## src/rtl/multi_debounce_edge_detector.sv

```systemverilog
// ---------------------------------------------------------------------------
// multi_debounce_edge_detector
//
// N-channel debounced edge detector for raw switch/button pins.
// Each channel has three stages:
//   1. A SYNC_STAGES-deep synchroniser.
//   2. An early-detect debounce FSM. It reports an edge on the first
//      transition it sees, then ignores the input for DB_TICKS cycles.
//   3. Moore rise/fall pulse outputs, decoded from the FSM state only.
// A global mode selects which debounced edges appear on edge_pulse.
//
// Parameters:
//   N_CH        number of independent channels (>=1)
//   SYNC_STAGES synchroniser depth per channel (>=2)
//   DB_TICKS    lockout length in clk cycles after each reported edge (>=1)
//
// Ports:
//   clk         system clock, rising edge
//   reset_n     asynchronous active-low reset
//   in          raw asynchronous inputs, one bit per channel
//   mode        edge select: 00 none, 01 rise, 10 fall, 11 both
//   level_out   debounced level per channel
//   rise_pulse  one-cycle pulse on a debounced rising edge
//   fall_pulse  one-cycle pulse on a debounced falling edge
//   edge_pulse  (rise_pulse & mode[0]) | (fall_pulse & mode[1]), per bit
//
// Optional feature, enabled when the macro EDGE_IRQ_EN is defined:
//   irq_clr     per-channel clear of the pending flag
//   irq_pending per-channel sticky flag, set by edge_pulse
//               (a set in the same cycle as a clear wins)
//   irq         OR of all irq_pending bits
// ---------------------------------------------------------------------------
module multi_debounce_edge_detector #(
    parameter int unsigned N_CH        = 4,
    parameter int unsigned SYNC_STAGES = 2,
    parameter int unsigned DB_TICKS    = 20
) (
    input  logic            clk,
    input  logic            reset_n,
    input  logic [N_CH-1:0] in,
    input  logic [1:0]      mode,
    output logic [N_CH-1:0] level_out,
    output logic [N_CH-1:0] rise_pulse,
    output logic [N_CH-1:0] fall_pulse,
    output logic [N_CH-1:0] edge_pulse
`ifdef EDGE_IRQ_EN
    ,
    input  logic [N_CH-1:0] irq_clr,
    output logic [N_CH-1:0] irq_pending,
    output logic            irq
`endif
);

    localparam int unsigned     CNT_W    = $clog2(DB_TICKS + 1);
    localparam logic [CNT_W-1:0] CNT_LOAD = CNT_W'(DB_TICKS - 1);

    typedef enum logic [2:0] {
        ZERO  = 3'd0,
        RISE  = 3'd1,
        HOLD1 = 3'd2,
        ONE   = 3'd3,
        FALL  = 3'd4,
        HOLD0 = 3'd5
    } state_t;

    for (genvar g = 0; g < N_CH; g++) begin : g_ch

        logic [SYNC_STAGES-1:0] sync_q;
        logic                   s_in;
        state_t                 state_q;
        state_t                 state_d;
        logic [CNT_W-1:0]       cnt_q;
        logic [CNT_W-1:0]       cnt_d;
        logic                   level;
        logic                   rise;
        logic                   fall;

        // Synchroniser: the newest sample enters at bit 0.
        always_ff @(posedge clk or negedge reset_n) begin
            if (!reset_n) begin
                sync_q <= '0;
            end else begin
                sync_q <= {sync_q[SYNC_STAGES-2:0], in[g]};
            end
        end

        assign s_in = sync_q[SYNC_STAGES-1];

        // State and lockout-counter register.
        always_ff @(posedge clk or negedge reset_n) begin
            if (!reset_n) begin
                state_q <= ZERO;
                cnt_q   <= '0;
            end else begin
                state_q <= state_d;
                cnt_q   <= cnt_d;
            end
        end

        // Next-state logic.
        // The counter is loaded on the edge that leaves RISE/FALL.
        // The hold state then runs DB_TICKS-1 down to 0, which is
        // exactly DB_TICKS cycles.
        always_comb begin
            state_d = state_q;
            cnt_d   = cnt_q;
            case (state_q)
                ZERO: begin
                    if (s_in) begin
                        state_d = RISE;
                    end
                end
                RISE: begin
                    state_d = HOLD1;
                    cnt_d   = CNT_LOAD;
                end
                HOLD1: begin
                    if (cnt_q == '0) begin
                        state_d = ONE;
                    end else begin
                        cnt_d = cnt_q - CNT_W'(1);
                    end
                end
                ONE: begin
                    if (!s_in) begin
                        state_d = FALL;
                    end
                end
                FALL: begin
                    state_d = HOLD0;
                    cnt_d   = CNT_LOAD;
                end
                HOLD0: begin
                    if (cnt_q == '0) begin
                        state_d = ZERO;
                    end else begin
                        cnt_d = cnt_q - CNT_W'(1);
                    end
                end
                default: begin
                    state_d = ZERO;
                    cnt_d   = '0;
                end
            endcase
        end

        // Moore outputs, decoded from the state register only.
        always_comb begin
            level = 1'b0;
            rise  = 1'b0;
            fall  = 1'b0;
            case (state_q)
                RISE: begin
                    level = 1'b1;
                    rise  = 1'b1;
                end
                HOLD1, ONE: begin
                    level = 1'b1;
                end
                FALL: begin
                    fall = 1'b1;
                end
                default: begin
                    level = 1'b0;
                end
            endcase
        end

        assign level_out[g]  = level;
        assign rise_pulse[g] = rise;
        assign fall_pulse[g] = fall;
    end

    // mode gates the registered pulses combinationally.
    // A change of mode therefore takes effect in the same cycle.
    assign edge_pulse = (rise_pulse & {N_CH{mode[0]}})
                      | (fall_pulse & {N_CH{mode[1]}});

`ifdef EDGE_IRQ_EN
    // Sticky pending flags. The set term is OR-ed in after the clear,
    // so a new edge in the same cycle as a clear is not lost.
    always_ff @(posedge clk or negedge reset_n) begin
        if (!reset_n) begin
            irq_pending <= '0;
        end else begin
            irq_pending <= (irq_pending & ~irq_clr) | edge_pulse;
        end
    end

    assign irq = |irq_pending;
`endif

endmodule

```

## config.mk

```make
export PLATFORM = sky130hd
export DESIGN_NAME = multi_debounce_edge_detector
export DESIGN_NICKNAME = d
export VERILOG_FILES = /design/src/rtl/multi_debounce_edge_detector.sv
export SDC_FILE = /design/constraint.sdc
export NUM_CORES = 1
export LEC_CHECK = 0
export BUFFER_PORTS_ARGS = -buffer_cell sky130_fd_sc_hd__buf_2
export CORE_MARGIN = 4
export CORE_UTILIZATION = 35
export CTS_BUF_LIST = sky130_fd_sc_hd__clkbuf_8
export DETAILED_ROUTE_END_ITERATION = 16
export HOLD_SLACK_MARGIN = 0.05
export SLEW_MARGIN = 40
export SYNTH_ARGS = -nofsm -noshare
export SYNTH_HDL_FRONTEND = slang
export SYNTH_SLANG_ARGS = --single-unit
```

## constraint.sdc

```tcl
create_clock -name clk -period 2 [get_ports clk]
set_input_delay 0.1 -clock clk [delete_from_list [all_inputs] [get_ports clk]]
set_output_delay 0.1 -clock clk [all_outputs]
set_load 0.01 [all_outputs]
```

Yosys cells after proc, flatten, opt, wreduce, memory -nomap -nowiden
Index checks and enable logic that the tools add are counted.
- multiplexer cells: 40
- equal/unequal tests: 40
- bitwise operators: 7
- reductions and logical operators: 32
- $add $sub $neg: 4
- operators with widths (operator ; count):
    $pmux 3 s6 ; 4
    $pmux 5 s3 ; 4
    $mux 3 ; 16
    $ne 2x2->1 const B ; 20
    $eq 3x2->1 const B ; 8
    $eq 3x3->1 const B ; 8
    $reduce_or 2->1 ; 12
    $logic_not 5->1 ; 4
    $mux 5 ; 4
    $sub 5x1->5 const B ; 4
    $reduce_and 4->1 ; 4
    $eq 3x1->1 const B ; 4
    $logic_not 3->1 ; 4
    $mux 1 ; 12
    $reduce_or 3->1 ; 4
    $and 4x4->4 ; 2
    $reduce_and 2->1 ; 4
    $not 1->1 ; 4
    $or 4x4->4 ; 1
- bits of input ports: 8
- flip-flop bits (word level): 40
- output and inout bits: 16
- logic and storage cells: 135

Depth between registers and ports, before layout
Gate-level depths: netlist (run 1).
- word-level depth: 4
- depth in mapped cells: 7
- mapped depth without buffers: 6

Least setup slack after synthesis (run 1)
OpenSTA, ideal clock, no wires.
- kind: reg-to-reg
- start: reg g_ch[3].cnt_q[0]
- end: reg g_ch[3].cnt_q[2]
- buffers on the path: 1
- setup slack: 130 ps
- clock period less this slack: 1870 ps
- arrival: 1737 ps
- stages on the path, launching flop included: 8
- required time: 1866 ps
- setup time: 134 ps
- path through: dfrtp_1 > inv_1 > ha_1 > or4b_1 > buf_2 > and3_1 > a221oi_1 > o22ai_1
- longest elaborated chain between the ends: 3
- elaborated cells between the ends (all ways): 6
- those cells by class: add/sub (1); eq/ne (1); mux (2); reduce/logical (2)
- ends and longest elaborated chain (element ; RTL line ; source):
    from (decl) ; 72 ; logic [CNT_W-1:0] cnt_q;
    from (signal assigned) ; 96 ; cnt_q <= cnt_d;
    $sub 5x1->5 or $logic_not 5->1 (tied branches) ; -- ;
    $mux 5 or $ne 2x2->1 (tied branches) ; -- ;
    $pmux 5 s3 or $reduce_and 2->1 (tied branches) ; -- ;
Parallel ways exist; a longest one is shown, timed or not. The select of a mux whose other input is x is not followed.
A chain may end at the register's enable or synchronous reset.

Worst setup path after layout (run 1)
- start: reg g_ch[0].cnt_q[0]
- end: reg g_ch[0].cnt_q[0]
- longest elaborated chain between the ends: 3
- elaborated cells between the ends (all ways): 6
- those cells by class: add/sub (1); eq/ne (1); mux (2); reduce/logical (2)
- ends and longest elaborated chain (element ; RTL line):
    from (decl) ; 72
    from (signal assigned) ; 96
    $sub 5x1->5 or $logic_not 5->1 (tied branches) ; --
    $mux 5 or $ne 2x2->1 (tied branches) ; --
    $pmux 5 s3 or $reduce_and 2->1 (tied branches) ; --
Parallel ways exist; a longest one is shown, timed or not. The select of a mux whose other input is x is not followed.

==> qor.yml, run 1 <==
worst_setup_hold_path_clk_slew_ps: 90
post_synth_inst_count: 325
synth_fp_nets: 339
swShare_pct: 43.98
power_frac_clock_pct: 14.7
timing.final.hold_violations: 0
worstHoldPathType: "in2async"
synth_flop_cell: "dfrtp_1"
tritoncts_buffers: 5
place_hpwl_um: 4210
drt_iter0_markers: 107
via_per_inst: 5.432
setup_viol: 0
synth.lib_cells_used.distinct: 59
n_fill_cell: 786
yosysMostFrequentCell: "dfrtp_1"
vdd_drop_max_mv: 0.7394
grt.total_usage_pct: 13.45
ys_async_sr_fraction_pct: 100.0
fp.dieArea_sq_mm: 0.009320
clock-skew-final_ps: 4.525
post_synth_main_area_contributors: "dfrtp_1 36%, a21oi_1 4.2%, nor2_1 3.7%"
timing.critical_path.to_type: "register"
synthesis.area_sq_mm: 0.002744
dieWidth_um: 96.54
route.detailed.drc: 0
cts_root_buf: "clkbuf_8"
post-cts-setup-buffer-count: 0
placementRows: 32
yosys_warnings: 0
synth_largest_area_cell: "dfrtp_1"
worst-slew-pin-transition_ps: 596.9
min_period_ps: 1840
slew_violations: 0
finalCritPeriodShare_pct: 92.02
synth_common_cells: "40 x dfrtp_1, 27 x nor2_1, 23 x a21oi_1"
initial_antenna_violation_count: 0
max_slew_margin_pct: 60.20
cts_htree_levels: 2
switching_power_uw: 2090
global_route_wire_length_before_repair_um: 9977
clock_latency_ps: 300
critical_path.cell_chain: "inv_1, ha_1, or4b_4, nor2_1, a22oi_1, o221a_2"
leakage_dissipation_uw: 0.001330
worst_path_dominant_cell_family: "simple AND/OR/NAND/NOR gates"
final_layout_size_suffix_gt1_share_pct: 18.71
fp.dieH_um: 96.54
worst-path-max-fanout: 10
cts-root-to-sink-buffers: 2
buffer_ports.inserted: 23
rsz0062_at_grt: "false"
drtPass1Iterations: 4
critical_path.slowest_cell: "or4b_4"
critPathLaunchType: "register"
start_util_pct: 35.69
postSynthAreaPerCell_sq_um: 8.443
pin_count_of_the_biggest_net_entering_global_routing: 25
comb_power_share_pct: 50.9
outcome: "completed"
critPathRequiredTime_ps: 2190
num_antenna_cells: 0
powerDensity_mw_per_mm2: 1533
cap_viol_max_count: 0
dr_total_vias: 2412
first_global_vias: 2133
fp.coreArea_sq_mm: 0.007687
final.setup.tns_ps: 0
routedWlPerCell_um: 13.64
achievable-frequency_mhz: 543.4
timing.critical_path.slowest_cell_delay_ps: 540
synth_top_area_share_pct: 36.48
worst-setup-path-type: "reg2reg"
synth_seq_cells: 40
worst-path-buf-inv: 1
overflow: 0
ant_nets: 0
cts_num_sinks: 40
seq_area_frac_synth_pct: 36.48
timing.critical_path.arrival_ps: 2030
layout.nets: 355
gp_routability_congestion: 0.8046
tritoncts_clock_tree: "yes"
pin_count: 24
intPower_uw: 2662
synth_edf_count: 0
design_power_total_uw: 4753
wirelength_um: 6054
power.sequential.fraction_pct: 34.4
synthesis_to_finish_area_growth_pct: 13.00
[final timing paths]
kind	start	to	slack, ps	depth (start not counted)
worst max-delay path	g_ch[0].cnt_q[0]	g_ch[0].cnt_q[0]	160	6
worst min-delay path	reset_n	g_ch[0].cnt_q[4]	270	2
worst max register to register	g_ch[0].cnt_q[0]	g_ch[0].cnt_q[0]	160	6
worst min register to register	g_ch[3].sync_q[0]	g_ch[3].sync_q[1]	360	0
max in group asynchronous	reset_n	g_ch[2].state_q[1]	1260	3
min in group clk	g_ch[3].sync_q[0]	g_ch[3].sync_q[1]	360	0
[power groups by stage]
stage          sequential [uW]  clock [uW]  combinational [uW]
3_5_place_dp              1630           0                2390
3_3_place_gp              1630           0                2340
2_1_floorplan             1320           0                2200
4_1_cts                   1620         719                2410
6_report                  1630         698                2420
5_1_grt                   1710         757                2720
[placed cells by master (no fill, tap or decap), drive strengths merged, types with 3 or more instances in the layout]
| cell | count |
|---|---|
| nor3 | 17 |
| nand2 | 21 |
| or3 | 5 |
| a31oi | 8 |
| a22o | 3 |
| nor3b | 3 |
| inv | 16 |
| nand3b | 6 |
| ha | 6 |
| dlygate4sd3 | 5 |
| clkbuf | 5 |
| dfrtp | 40 |
| nand2b | 7 |
| buf | 40 |
| nor2 | 27 |
| a211oi | 4 |
| nor4 | 3 |
| or4b | 5 |
| a22oi | 4 |
| o221a | 4 |
| and3 | 6 |
| a21oi | 23 |
| o21a | 5 |
| nor2b | 10 |
| a221oi | 3 |
| o22ai | 5 |
| o31ai | 3 |
| o221ai | 3 |
| and2 | 4 |
| nand3 | 3 |
| o21ai | 20 |
[metal layers]
| metal | track usage (%) | share of wire [%] |
|---|---|---|
| met1 | 19.29 | 50 |
| met2 | 20.52 | 45 |
| met3 | 2.634 | 3.7 |
| met4 | 3.855 | 1.1 |
| met5 | 0 | 0 |
[registers in the layout (all words and copies together), names as in the netlist]
register,count
g_ch.state_q,12
g_ch.sync_q,8
g_ch.cnt_q,20
[stage by stage]
stage | hold slack [ps] | setup slack [ps] | instances | area, sq um | utilization [%]
5_1_grt | 302.4 | 8.006 | 444 | 3100 | 40.33
3_5_place_dp | 68.93 | 37.44 | 431 | 2922 | 38.00
4_1_cts | 279.9 | 19.02 | 444 | 3087 | 40.15
2_1_floorplan | -195.6 | 129.8 | 325 | 2744 | -
3_3_place_gp | 70.21 | 93.57 | 431 | 2922 | 38.00
6_report | 267.7 | 159.6 | 444 | 3100 | 40.33
[kinds of logic after synthesis]
logic type	synth area share [%]
multiplexers	1.140
adder cells (fa/ha/maj)	2.736
flip-flops	36.48
AO/OA/AOI/OAI	24.17
buffers and inverters	9.530
AND/OR/NAND/NOR	25.31
XOR/XNOR	0.6385
[cell type report]
type	count	area, sq um	area share [%]
Sequential cell	40	1001	32.28
Multi-Input combinational cell	234	1495	48.22
Clock inverter	3	46.29	1.493
Tap cell	102	127.6	4.116
Inverter	15	56.30	1.816
Clock buffer	5	68.82	2.220
Timing Repair Buffer	45	305.3	9.847
[repair_timing]
item | in CTS | in global routing
hold buffers | 5 | 0
hold endpoints to repair | 20 | 0
setup endpoints to repair | 0 | 6
resized for setup | 0 | 3
Note: power is estimated with default switching activity, not from simulation.
==> run 2, diff against run 1 <==
- BUFFER_PORTS_ARGS: -buffer_cell sky130_fd_sc_hd__buf_2 -> unset
- DONT_BUFFER_PORTS: unset -> 1
==> qor.yml, run 2 (synthesis gave the netlist of run 1 again) <==
outcome: "completed"
r2r_start: "g_ch[3].cnt_q[1]"
mostFrequentLayoutCell: "dfrtp_1"
grt.total_usage_pct: 13.25
overflow: 0
dpl_worst_slack_ps: 6.083
min_period_ps: 1854
cts-root-to-sink-buffers: 2
dr_total_vias: 2311
timing.critical_path.arrival_ps: 2040
cts_htree_levels: 2
max_flop_register: "g_ch.cnt_q"
cap_viol_max_count: 0
drtPass1Iterations: 4
num_antenna_cells: 0
hold-worst-slack_ps: 261.4
tritoncts_buffers: 5
largest_register_ffs: 20
comb_power_share_pct: 50.3
final_critical_path_setup_slack_ps: 146.1
biggestRegsByFlops: "g_ch.cnt_q x20, g_ch.state_q x12, g_ch.sync_q x8"
critPathLaunchType: "register"
critical_path.reg2reg.endpoint: "g_ch[3].cnt_q[0]"
fp.dieH_um: 96.54
first_global_vias: 2103
place_hpwl_um: 4133
powerDensity_mw_per_mm2: 1539
start_util_pct: 35.69
global_route_wire_length_before_repair_um: 9873
footprint_of_the_multi_input_gates_sq_mm: 0.001495
worst-path-max-fanout: 5
gp_routability_congestion: 0.8851
setup_viol: 0
final_core_utilization_pct: 38.98
final-instance-count-excl-fill: 423
pin_count: 24
via_per_inst: 5.463
finalCritPeriodShare_pct: 92.69
swShare_pct: 43.90
timing.critical_path.to_type: "register"
wirelength_um: 5892
route.detailed.drc: 0
clock-skew-final_ps: 4.521
cts_num_sinks: 40
critPathRequiredTime_ps: 2180
dieWidth_um: 96.54
drt_iter0_markers: 64
initial_antenna_violation_count: 0
tritoncts_clock_tree: "yes"
worst-setup-path-type: "reg2reg"
register_area_sq_mm: 0.001001
synthesis_to_finish_area_growth_pct: 9.211
most-common-layout-cells: "40 x dfrtp_1, 27 x nor2_1, 23 x a21oi_1"
final_layout_size_suffix_gt1_share_pct: 13.40
worst_setup_hold_path_clk_slew_ps: 90
vdd_drop_max_mv: 0.6950
slew_violations: 0
worstHoldPathType: "in2async"
placementRows: 32
fp.coreArea_sq_mm: 0.007687
timing.final.hold_violations: 0
n_fill_cell: 806
routedWlPerCell_um: 13.93
ant_nets: 0
final.setup.tns_ps: 0
placedCellCount: 408
clock_latency_ps: 290
cts_root_buf: "clkbuf_8"
fp.dieArea_sq_mm: 0.009320
pin_count_of_the_biggest_net_entering_global_routing: 41
switching_power_uw: 2025
layout.nets: 334
power_frac_clock_pct: 14.5
intPower_uw: 2588
buffer_ports.inserted: 0
ff2ff_setup_slack_ps: 150
leakage_dissipation_uw: 0.001233
max_slew_margin_pct: 58.29
rsz0062_at_grt: "false"
power.sequential.fraction_pct: 35.2
worst-slew-pin-transition_ps: 625.7
achievable-frequency_mhz: 539.4
reg2reg_depth: 6
==> run 2: worst max-delay path: stages, from the launching register on <==
cell     delay (ps)
dfrtp_1         410
inv_1            60
ha_1            170
or4b_4          500
nor2_1          170
a22oi_1         130
o221a_2         300
==> run 2: power groups by stage <==
stage	sequential, uW	combinational [uW]	clock [uW]
2_1_floorplan	1320	2200	0
6_report	1620	2320	670
5_1_grt	1690	2650	724
3_5_place_dp	1630	2280	0
4_1_cts	1620	2310	694
3_3_place_gp	1620	2230	0
==> run 2: cell type report <==
class,instances,share of cell area [%]
clock buffer,5,2.296
clock inverter,3,1.420
inverter,15,1.879
multi-input combinational,234,49.90
sequential,40,33.40
tap,102,4.259
timing repair buffer,24,6.848
==> run 2: worst max-delay path by stage <==
stage / from / endpoint / slack (ps) / cells past startpoint
2_1_floorplan: g_ch[3].cnt_q[0] / g_ch[3].cnt_q[2] / 130 / 7
3_3_place_gp: g_ch[0].cnt_q[0] / g_ch[0].cnt_q[2] / 100 / 6
3_5_place_dp: g_ch[0].cnt_q[0] / g_ch[0].cnt_q[2] / 6 / 6
4_1_cts: g_ch[3].cnt_q[1] / g_ch[3].cnt_q[1] / 100 / 7
5_1_grt: g_ch[1].cnt_q[0] / g_ch[1].cnt_q[2] / 2 / 7
6_report: g_ch[3].cnt_q[1] / g_ch[3].cnt_q[0] / 150 / 6
==> run 2: repair_timing <==
item / 4_1_cts / 5_1_grt
setup buffers: 0 / 1
hold buffers: 6 / 0
gates cloned: 0 / 0
endpoints found under the hold margin: 44 / 0
gates resized for setup: 1 / 2
setup endpoints to repair: 1 / 4
==> run 2: metrics by stage <==
step / power (uW) / instance area, sq um
floorplan: 3520 / 2744
global route: 5066 / 2997
global placement: 3847 / 2794
CTS: 4625 / 2979
detailed placement: 3906 / 2794
finish: 4613 / 2997
==> run 2: per-layer routing <==
metal	GRT usage (%)	routed length, um	up-vias
met3	3.408	223	7
li1	-	-	1164
met1	17.72	2784	1110
met5	0	0	-
met2	21.15	2811	30
met4	3.855	72	0
